**config.mk**
```make
export PLATFORM = sky130hd
export DESIGN_NAME = shift_unit_iter
export DESIGN_NICKNAME = d
export VERILOG_FILES = /design/src/rtl/shift_pkg.sv /design/src/rtl/shift_step.sv /design/src/rtl/shift_unit_iter.sv
export SDC_FILE = /design/constraint.sdc
export NUM_CORES = 1
export LEC_CHECK = 0
export ABC_AREA = 1
export CORE_MARGIN = 3
export CORE_UTILIZATION = 52
export DETAILED_ROUTE_END_ITERATION = 10
export PLACE_DENSITY = 0.75
export SKIP_CTS_REPAIR_TIMING = 1
export SYNTH_ARGS = -nofsm -noshare
export SYNTH_HDL_FRONTEND = slang
export SYNTH_SLANG_ARGS = --single-unit
export TNS_END_PERCENT = 10
```
**constraint.sdc**
```tcl
create_clock -name CLK -period 2.9 [get_ports CLK]
set_input_delay 0.435 -clock CLK [delete_from_list [all_inputs] [get_ports CLK]]
set_output_delay 0.435 -clock CLK [all_outputs]
set_load 0.02 [all_outputs]
```
**src/rtl/shift_pkg.sv**
```systemverilog
// Shared encodings for the iterative shifter: operation modes and FSM states.
package shift_pkg;

  typedef enum logic [1:0] {
    MODE_SLL  = 2'b00,
    MODE_SRL  = 2'b01,
    MODE_SRA  = 2'b10,
    MODE_ROTR = 2'b11
  } shift_mode_e;

  typedef enum logic [1:0] {
    ST_IDLE  = 2'b00,
    ST_SHIFT = 2'b01,
    ST_DONE  = 2'b10
  } shift_state_e;

endpackage

```
**src/rtl/shift_step.sv**
```systemverilog
// One combinational shift step of up to STEP bit positions in the requested mode.
module shift_step
  import shift_pkg::*;
#(
  parameter int WIDTH  = 32,
  parameter int DIST_W = 6
) (
  input  logic [WIDTH-1:0]  i_word,
  input  logic [DIST_W-1:0] i_dist,
  input  shift_mode_e       i_mode,
  output logic [WIDTH-1:0]  o_word
);

  logic [WIDTH-1:0] w_rot;

  // Rotating right is a logical shift of the word concatenated with itself.
  assign w_rot = WIDTH'({i_word, i_word} >> i_dist);

  always_comb begin
    o_word = i_word;
    case (i_mode)
      MODE_SLL: o_word = i_word << i_dist;
      MODE_SRL: o_word = i_word >> i_dist;
      MODE_SRA: o_word = $signed(i_word) >>> i_dist;
      default:  o_word = w_rot;
    endcase
  end

endmodule

```
**src/rtl/shift_unit_iter.sv**
```systemverilog
// Multi-cycle shifter: applies at most STEP positions per clock until the
// requested amount is consumed, then pulses Done_OUT with the registered result.
module shift_unit_iter
  import shift_pkg::*;
#(
  parameter int WIDTH   = 32,
  parameter int STEP    = 4,
  parameter int SHAMT_W = $clog2(WIDTH)
) (
  input  logic               CLK,
  input  logic               RST,
  input  logic               Start_IN,
  input  logic [WIDTH-1:0]   Data_IN,
  input  logic [SHAMT_W-1:0] Shamt_IN,
  input  logic [1:0]         Mode_IN,
  output logic               Ready_OUT,
  output logic               Busy_OUT,
  output logic               Done_OUT,
  output logic [WIDTH-1:0]   Result_OUT
);

  localparam int DIST_W = SHAMT_W + 1;
  localparam logic [DIST_W-1:0] STEP_C = DIST_W'(STEP);

  shift_state_e       r_state;
  shift_state_e       w_next;
  shift_mode_e        r_mode;
  logic [WIDTH-1:0]   r_work;
  logic [WIDTH-1:0]   r_result;
  logic [SHAMT_W-1:0] r_rem;
  logic [DIST_W-1:0]  w_dist;
  logic [WIDTH-1:0]   w_stepped;
  logic               w_last;

  assign w_last = {1'b0, r_rem} <= STEP_C;
  assign w_dist = w_last ? {1'b0, r_rem} : STEP_C;

  shift_step #(
    .WIDTH  (WIDTH),
    .DIST_W (DIST_W)
  ) u_step (
    .i_word (r_work),
    .i_dist (w_dist),
    .i_mode (r_mode),
    .o_word (w_stepped)
  );

  always_ff @(posedge CLK) begin
    if (RST) r_state <= ST_IDLE;
    else     r_state <= w_next;
  end

  always_comb begin
    w_next = r_state;
    case (r_state)
      ST_IDLE:  if (Start_IN) w_next = (Shamt_IN != '0) ? ST_SHIFT : ST_DONE;
      ST_SHIFT: if (w_last) w_next = ST_DONE;
      ST_DONE:  w_next = ST_IDLE;
      default:  w_next = ST_IDLE;
    endcase
  end

  // The result register only moves on the edge entering DONE, so it holds
  // the previous answer while a new request is still shifting.
  always_ff @(posedge CLK) begin
    if (RST) begin
      r_work   <= '0;
      r_rem    <= '0;
      r_mode   <= MODE_SLL;
      r_result <= '0;
    end else begin
      case (r_state)
        ST_IDLE: begin
          if (Start_IN) begin
            r_work <= Data_IN;
            r_rem  <= Shamt_IN;
            r_mode <= shift_mode_e'(Mode_IN);
            if (Shamt_IN == '0) r_result <= Data_IN;
          end
        end
        ST_SHIFT: begin
          r_work <= w_stepped;
          r_rem  <= r_rem - w_dist[SHAMT_W-1:0];
          if (w_last) r_result <= w_stepped;
        end
        default: ;
      endcase
    end
  end

  // Reset masks the status outputs immediately, so an aborted run never pulses Done.
  assign Ready_OUT  = RST || (r_state == ST_IDLE);
  assign Busy_OUT   = !RST && ((r_state == ST_SHIFT) || (r_state == ST_DONE));
  assign Done_OUT   = !RST && (r_state == ST_DONE);
  assign Result_OUT = r_result;

endmodule

```
==> flow_summary_export.csv <==
group,metric,value,unit
status,outcome,"finished clean",
yosys,synth_warnings,0,
route,drc,0,
critical_path,r2r_start,"r_rem[3]",
die,rows,37,
global_routing,grt_max_degree,69,
timing,hold_violations,0,
cells_and_area,area_growth,18.3,%
route,wl_per_cell,15.0,µm
die,die_area,12000,µm²
route,ant_nets,0,
critical_path,worstSetupEndpointType,"register",
cts,clock-sinks,73,
yosys,async_flop_share,0,%
pwr,power.density,1040,nW/µm²
pwr,p_clk_share,13.0,%
placed_design,hpwlAfterDp,12000,µm
critical_path,cp.arrival,2.70,ns
die,die_width,110,µm
critical_path,worst-path-max-fanout,68,
min_path,holdCritStartpoint,"r_state[1]",
die,coreArea,10400,µm²
yosys,synth.distinct_cells,33,
yosys,seq_area_frac_synth,26.2,%
critical_path,ff2ff_setup_slack,0.47,ns
min_path,hold_depth,2,
yosys,syn_area,5580,µm²
cts,clockBufferDepth,2,
yosys,synth_edf_count,0,
critical_path,cp.required,3.16,ns
cells_and_area,fin_cells,1150,
flow_run,cap_violations,0,
timing,finalSetupViolCount,0,
cts,cts_root_buffer,"clkbuf_8",
yosys,syn-instance-count,964,
route,vias,6515,
cells_and_area,fillCellCount,1052,
global_routing,gr-usage-met1,39.3,%
timing,fin_crit,2.43,ns
pwr,leakagePower,3.09,nW
route,drt_iter0_drc,575,
global_routing,grt_first_pass_wirelength,28500,µm
yosys,synth_top_area_share,26.2,%
yosys,yosys-top-cells-area,"dfxtp_1 26%, nand2_1 19%, nand3_1 16%",
critical_path,startpoint,"r_rem[3]",
global_routing,busiest_layer,"met2",
pwr,pwr-share-seq,22.4,%
cells_and_area,nets,1055,
critical_path,r2r-end,"Result_OUT[25]",
cts,cts_buffers,9,
timing,worst_pin_slew,0.615,ns
timing,relSlewSlack,59.0,%
global_routing,track_usage,29.4,%
cells_and_area,drive_gt1_share,6.41,%
critical_path,r2r_cells,14,
die,boundaryPins,77,
global_routing,grt_pass1_vias,5958,
yosys,synth_largest_area_cell,"dfxtp_1",
cells_and_area,num_antenna_cells,0,
cells_and_area,multi_input_area,3500,µm²
pwr,p_int,3.35,mW
placed_design,dp_cells,1134,
timing,fmax,411,MHz
cells_and_area,layout_common_cells,"283 x nand2_1, 176 x nand3_1, 83 x a21oi_1, 83 x inv_1, 81 x o21ai_0",
global_routing,gr-usage-met2,46.3,%
yosys,ys.flop_type,"dfxtp_1",
global_routing,met3_usage,5.52,%
yosys,syn_nets,1010,
cts,insertion_delay,0.36,ns
global_routing,overflow,0,
timing,skew,0.00994,ns
timing,slew_violations,0,
pwr,ir_drop,592,µV
min_path,hp-class,"register to register",
cells_and_area,layout_commonest_cell,"nand2_1",
yosys,synth_seq_cells,73,
yosys,synth_area_per_cell,5.79,µm²
cts,h-tree-depth,3,
timing,setup_tns,0,ns
route,dr.pass1.iters,5,
route,wirelength,17200,µm
min_path,hold_path_end,"r_state[1]",
route,vias_per_cell,5.67,
pwr,power.switching,3.54,mW
timing,timing.final.crit_share,83.9,%
placed_design,gp_congestion,0.970,
placed_design,port_buffers,76,
pwr,pwr-share-comb,64.5,%
pwr,switching_share,51.4,%
cells_and_area,seq_area,1460,µm²
die,start_util,53.8,%
die,die_h,110,µm
global_routing,antenna_found_initial,0,
cts,cts.clk_slew.worst_paths,0.08,ns
cts,cts_tree,"built",
critical_path,critical_path_class,"register to register",
timing,rsz0062_at_grt,"no",
critical_path,cp-start-kind,"register",
## synthesized netlist by cell type (2+ instances only)
cell type,count
inv_1,83
or2_2,18
nand2_1,284
a31oi_1,2
buf_6,4
o21ai_0,81
clkbuf_1,31
a221oi_1,2
buf_1,10
o211ai_1,13
o21a_1,9
a21oi_1,83
dfxtp_1,73
buf_4,5
nor2_2,2
buf_2,14
o21ai_1,8
nor2_4,3
nand3_1,176
nor2_8,2
nand4_1,6
o21bai_1,2
ha_1,4
nor2_1,40
## stage by stage
| step | cell area, µm² | utilization (%) | setup slack (ns) | hold WS [ns] | total power, mW |
|---|---|---|---|---|---|
| final | 6610 | 63.7 | 0.467 | 0.499 | 6.89 |
| after global placement | 6390 | 61.6 | 0.519 | 0.482 | 5.90 |
| after global routing | 6610 | 63.7 | 0.258 | 0.530 | 7.52 |
| after detailed placement | 6390 | 61.6 | 0.482 | 0.492 | 5.91 |
| after floorplan | 5580 | - | 0.992 | 0.458 | 4.69 |
| after CTS | 6610 | 63.7 | 0.508 | 0.502 | 6.83 |
## cell families (layout without fill, tap and decap cells)
logic type | Yosys count | after routing | share of synthesized area, %
buf+inv | 149 | 199 | 11.2
fa+ha+maj | 4 | 4 | 0.896
compound gates | 201 | 201 | 19.3
simple gates | 536 | 536 | 42.3
flops | 73 | 73 | 26.2
other cells | 1 | 1 | 0.0672
## registers in the layout (all words and copies together) (netlist names)
name,cells
r_rem,5
r_state,2
r_work,32
r_mode,2
Result_OUT,32
## power groups by stage
| stage | Clock [mW] | Sequential, mW | Combinational [mW] |
|---|---|---|---|
| 2_1_floorplan | 0 | 1.66 | 3.03 |
| 3_3_place_gp | 0 | 1.56 | 4.34 |
| 3_5_place_dp | 0 | 1.56 | 4.35 |
| 4_1_cts | 0.908 | 1.54 | 4.38 |
| 5_1_grt | 0.946 | 1.59 | 4.98 |
| 6_report | 0.898 | 1.55 | 4.45 |
## final cells by class
cell class / instances / area share (%)
clock inverter: 6 / 1.38
multi-input combinational: 742 / 53.0
inverter: 85 / 4.83
sequential: 73 / 22.1
timing repair buffer: 98 / 14.2
tap: 136 / 2.58
clock buffer: 10 / 1.93
## layer usage
metal	share of wire [%]	wire (µm)
met1	44	7540
met2	44	7660
met3	8.5	1460
met4	3.2	556
met5	0	0
## worst max-delay path, cell delays in order (launching register included)
cell and delay, ns:
dfxtp_1 0.43, nor2_4 0.06, nand2_2 0.33, inv_2 0.24, nand2_2 0.13, buf_12 0.29
nand3_1 0.14, nand2_1 0.10, nor2_1 0.04, nor2_1 0.15, nand2_1 0.07, nand3_1 0.16
nand3_1 0.09, nand2_1 0.08, inv_1 0.03
## worst max-delay path by stage
stage	slack [ns]	endpoint
floorplan	0.99	Result_OUT[19]
global placement	0.52	Result_OUT[15]
detailed placement	0.48	Result_OUT[25]
CTS	0.51	Result_OUT[25]
global route	0.26	Result_OUT[25]
finish	0.47	Result_OUT[25]
(Power assumes the default switching activity.)
==> patch 1 (same flow settings) <==
Re-encode `shift_state_e` (3 states) as one-hot, 3 bits wide.
--- a/src/rtl/shift_pkg.sv
+++ b/src/rtl/shift_pkg.sv
@@ -8,10 +8,10 @@
     MODE_ROTR = 2'b11
   } shift_mode_e;
 
-  typedef enum logic [1:0] {
-    ST_IDLE  = 2'b00,
-    ST_SHIFT = 2'b01,
-    ST_DONE  = 2'b10
+  typedef enum logic [2:0] {
+    ST_IDLE  = 3'b001,
+    ST_SHIFT = 3'b010,
+    ST_DONE  = 3'b100
   } shift_state_e;
 
 endpackage
Formal check against the unedited RTL: same outputs for any inputs over 4 cycles, from zero or initial values and one cycle with RST high; so few cycles prove little.
==> patch 1 against the unedited design <==
- total power down 18%
- synthesized area down 1.6%
- cell count down 0.87%
- clock power down 0.8%
- cell area down 0.80%
- combinational power down 27%
- register-to-register slack better by 0.08 ns
- setup slack worse by 0.057 ns
- sequential cell count up 1
- wire length up 6.0%
- critical endpoint is now Busy_OUT
- highest routed layer unchanged
==> patch 1: results (changes against the unedited design) <==
Max H-tree Level 3 (unchanged); initial antenna violation count 0 (unchanged); DR WL met3 1740 um (+19%); Clock Latency Late Sink 0.38 ns (+0.02 ns); static leakage 3.05 nW (-1.2%); CTS Root Buffer Type clkbuf_8; layout cells sized above 1 0.0695 (+0.00541); Final #Nets 1045 (-0.95%); Min-Delay Path Depth 2 (unchanged); Top FF cell, synth dfxtp_1; CP max stage delay 0.62 ns (+0.19 ns); Worst Max-Slew Pin Slew 0.639 ns (+0.0237 ns); Ys Warns 0 (unchanged); CP arrival 2.05 ns (-0.65 ns); CP max FO 7 (-90%); Highest Signal Layer met4; status completed; Global Route Usage Sum 0.312 (+0.0182); M1 GR Usage 0.420 (+0.0270); fraction of registers with async set/reset 0 (unchanged); GPL Wtd Cong 0.991 (+2.1%); largest net degree at the start of global routing 71 (+2.9%); Post-DP HPWL 12900 um (+7.8%); Distinct cells, synth 32 (-3.0%); met3 usage 0.0699 (+0.0147); Worst-path clk slew around 0.090 ns; Post-Route M1 WL 8000 um (+6.1%); PortBufs 76 (unchanged); via/cell ratio 5.83 (+3.0%); sequential area share after synthesis 0.270 (+0.00800); GR Util met2 0.506 (+0.0428); Starting DRT DRC Count 844 (+47%); Worst Skew 0.0123 ns (+0.00232 ns); slowest CP cell clkdlybuf4s50_1; top post-synthesis cells by area dfxtp_1 27%, nand2_1 20%, nand3_1 15%; Worst IR Drop VDD 704 uV (+19%); Reg2Reg Depth 11 (-3); first-pass GRT wire length 29200 um (+2.6%); most frequent cells after synthesis 295 x nand2_1, 162 x nand3_1, 81 x a21oi_1, 80 x o21ai_0, 79 x inv_1; antenna fix cells 0 (unchanged); DRT Pass-1 Iters 6 (+1); WL/cell 16.0 um (+6.9%); Min-Delay Path Class flip-flop to flip-flop; met2 WL 8160 um (+6.5%); clock buffer depth 2 (unchanged); number of CTS-inserted buffers 9 (unchanged); vias in the first global route 6061 (+1.7%)
-- patch 1: layout make-up --
cell class / count / area (sq um)
multi-input combinational: 737 / 3430
clock buffer: 13 / 159
inverter: 82 / 308
fill: 996 / 3440
timing repair buffer: 98 / 963
sequential: 74 / 1480
tap: 133 / 166
clock inverter: 3 / 46.3
-- patch 1: worst max-delay path, delay by kind of cell --
kind                   cells  cell delay (ns)
buffers and inverters      2             1.16
AND/OR/NAND/NOR            1             0.30
AO/OA/AOI/OAI              1             0.17
-- patch 1: final timing paths --
check / startpoint / end / slack [ns]
hold / removal: r_mode[1]$_SDFFE_PP0P_ / r_mode[1]$_SDFFE_PP0P_ / 0.51
setup / recovery: RST / Busy_OUT / 0.41
hold reg to reg: r_mode[1]$_SDFFE_PP0P_ / r_mode[1]$_SDFFE_PP0P_ / 0.51
setup reg to reg: r_rem[3]$_SDFFE_PP0P_ / r_work[0]$_SDFFE_PP0P_ / 0.55
-- patch 1: report_power, final --
part | switching [mW] | internal, mW
logic | 2.12 | 1.14
clock network | 0.442 | 0.449
registers | 0.191 | 1.30
-- patch 1: kinds of logic (layout without fill, tap and decap cells) --
| group | count (synthesis) | in the layout | share of synthesized area |
|---|---|---|---|
| AOI/OAI and AO/OA | 198 | 198 | 0.192 |
| other | 1 | 1 | 0.000683 |
| and+or+nand+nor | 537 | 537 | 0.428 |
| adders and majority gates | 1 | 1 | 0.00228 |
| DFF | 74 | 74 | 0.270 |
| buffers and inverters | 142 | 196 | 0.108 |
-- patch 1: through the flow --
stage               cell area [sq um]  std cells  setup slack [ns]
floorplan                        5490        953              1.02
global placement                 6350       1124             0.490
detailed placement               6350       1124             0.420
CTS                              6560       1140             0.400
global route                     6560       1140             0.292
finish                           6560       1140             0.410
==> patch 2 (config.mk and constraints unchanged) <==
Without the edit above. `WIDTH` is set to 32 in 2 places; all go to 64.
--- a/src/rtl/shift_step.sv
+++ b/src/rtl/shift_step.sv
@@ -2,7 +2,7 @@
 module shift_step
   import shift_pkg::*;
 #(
-  parameter int WIDTH  = 32,
+  parameter int WIDTH  = 64,
   parameter int DIST_W = 6
 ) (
   input  logic [WIDTH-1:0]  i_word,
--- a/src/rtl/shift_unit_iter.sv
+++ b/src/rtl/shift_unit_iter.sv
@@ -3,7 +3,7 @@
 module shift_unit_iter
   import shift_pkg::*;
 #(
-  parameter int WIDTH   = 32,
+  parameter int WIDTH   = 64,
   parameter int STEP    = 4,
   parameter int SHAMT_W = $clog2(WIDTH)
 ) (
Ports: changed (resized Data_IN, Result_OUT and Shamt_IN); port bits go from 77 to 142. No check against the original RTL was run, so the function may have changed too.
==> patch 2 against the unedited design <==
- synthesized area grew 88%
- cell area grew 93%
- global-route usage grew 1.9 points
- total power grew to 2.7 times the old value
- sequential cell count grew 65
- clock skew grew 0.0033 ns
- worst hold slack lost 0.0074 ns
- wire length grew 100%
- setup slack gained 0.064 ns
==> patch 2: results (changes against the unedited design) <==
status completed; Max H-tree Level 4 (+1); PortBufs 141 (+86%); first-pass GRT wire length 57700 um (+100%); largest net degree at the start of global routing 117 (+70%); CP max FO 10 (-85%); via count 12586 (+93%); top post-synthesis cells by area dfxtp_1 26%, nand3_1 21%, nand2_1 18%; switching pwr 9.84 mW (+180%); Clock Power Share 0.122 (-0.008); slowest CP cell clkdlybuf4s50_1; hold slack 0.492 ns (-0.00743 ns); GPL Wtd Cong 0.965 (-0.59%); layout cells sized above 1 0.0699 (+0.00577); Seq. pwr 3.38 mW (+120%); Place WS 0.514 ns (+0.0313 ns); DRT Pass-1 Iters 6 (+1); Top delay family on crit path buffers and inverters; CTS Root Buffer Type clkbuf_16; Post-DP HPWL 24100 um (+100%); CP max stage delay 0.72 ns (+0.29 ns); vias in the first global route 11725 (+97%); static leakage 5.95 nW (+93%); sequential area share after synthesis 0.263 (+0.000962); r2r setup slk 0.53 ns (+0.06 ns); Clock Latency Late Sink 0.44 ns (+0.08 ns); Starting DRT DRC Count 1236 (+110%); Worst Skew 0.0133 ns (+0.00331 ns)
==> patch 2: worst paths after layout <==
path                                         startpoint                      end  depth (start not counted)
worst max-delay path                                RST                Ready_OUT                          4
worst min-delay path            r_state[1]$_SDFFE_PP0P_  r_state[1]$_SDFFE_PP0P_                          2
worst max register to register    r_rem[4]$_SDFFE_PP0P_  r_work[38]$_SDFFE_PP0P_                         13
worst min register to register  r_state[1]$_SDFFE_PP0P_  r_state[1]$_SDFFE_PP0P_                          2
==> patch 2: cell families after synthesis <==
| logic type | synth area share |
|---|---|
| buf+inv | 0.107 |
| compound gates | 0.144 |
| other cells | 0.000357 |
| fa+ha+maj | 0.00476 |
| flops | 0.263 |
| simple gates | 0.481 |
==> patch 2: stage by stage <==
stage	std cells	util	area, sq um	power [mW]
detailed placement	2165	0.619	12200	15.8
global placement	2165	0.619	12200	15.7
CTS	2197	0.648	12700	18.1
floorplan	1857	-	10500	12.0
finish	2197	0.648	12700	18.3
global route	2197	0.648	12700	19.8
==> patch 2: cell type report <==
type,instances,area [sq um]
Fill cell,1911,6920
Multi-Input combinational cell,1443,6660
Sequential cell,138,2760
Timing Repair Buffer,179,1870
Inverter,140,527
Clock buffer,17,425
Tap cell,265,332
Clock inverter,15,153
==> patch 2: tightest hold or removal path: stages (launching register included) <==
cell,delay [ns]
dfxtp_1,0.32
nand2_1,0.07
a21oi_1,0.06
==> patch 2: routing by layer <==
metal / global-route usage / up-vias / wire, um
li1: - / 6274 / -
met1: 0.398 / 5617 / 14300
met2: 0.533 / 600 / 16700
met3: 0.0530 / 95 / 2650
met4: 0.120 / 0 / 1260
met5: 0 / - / 0
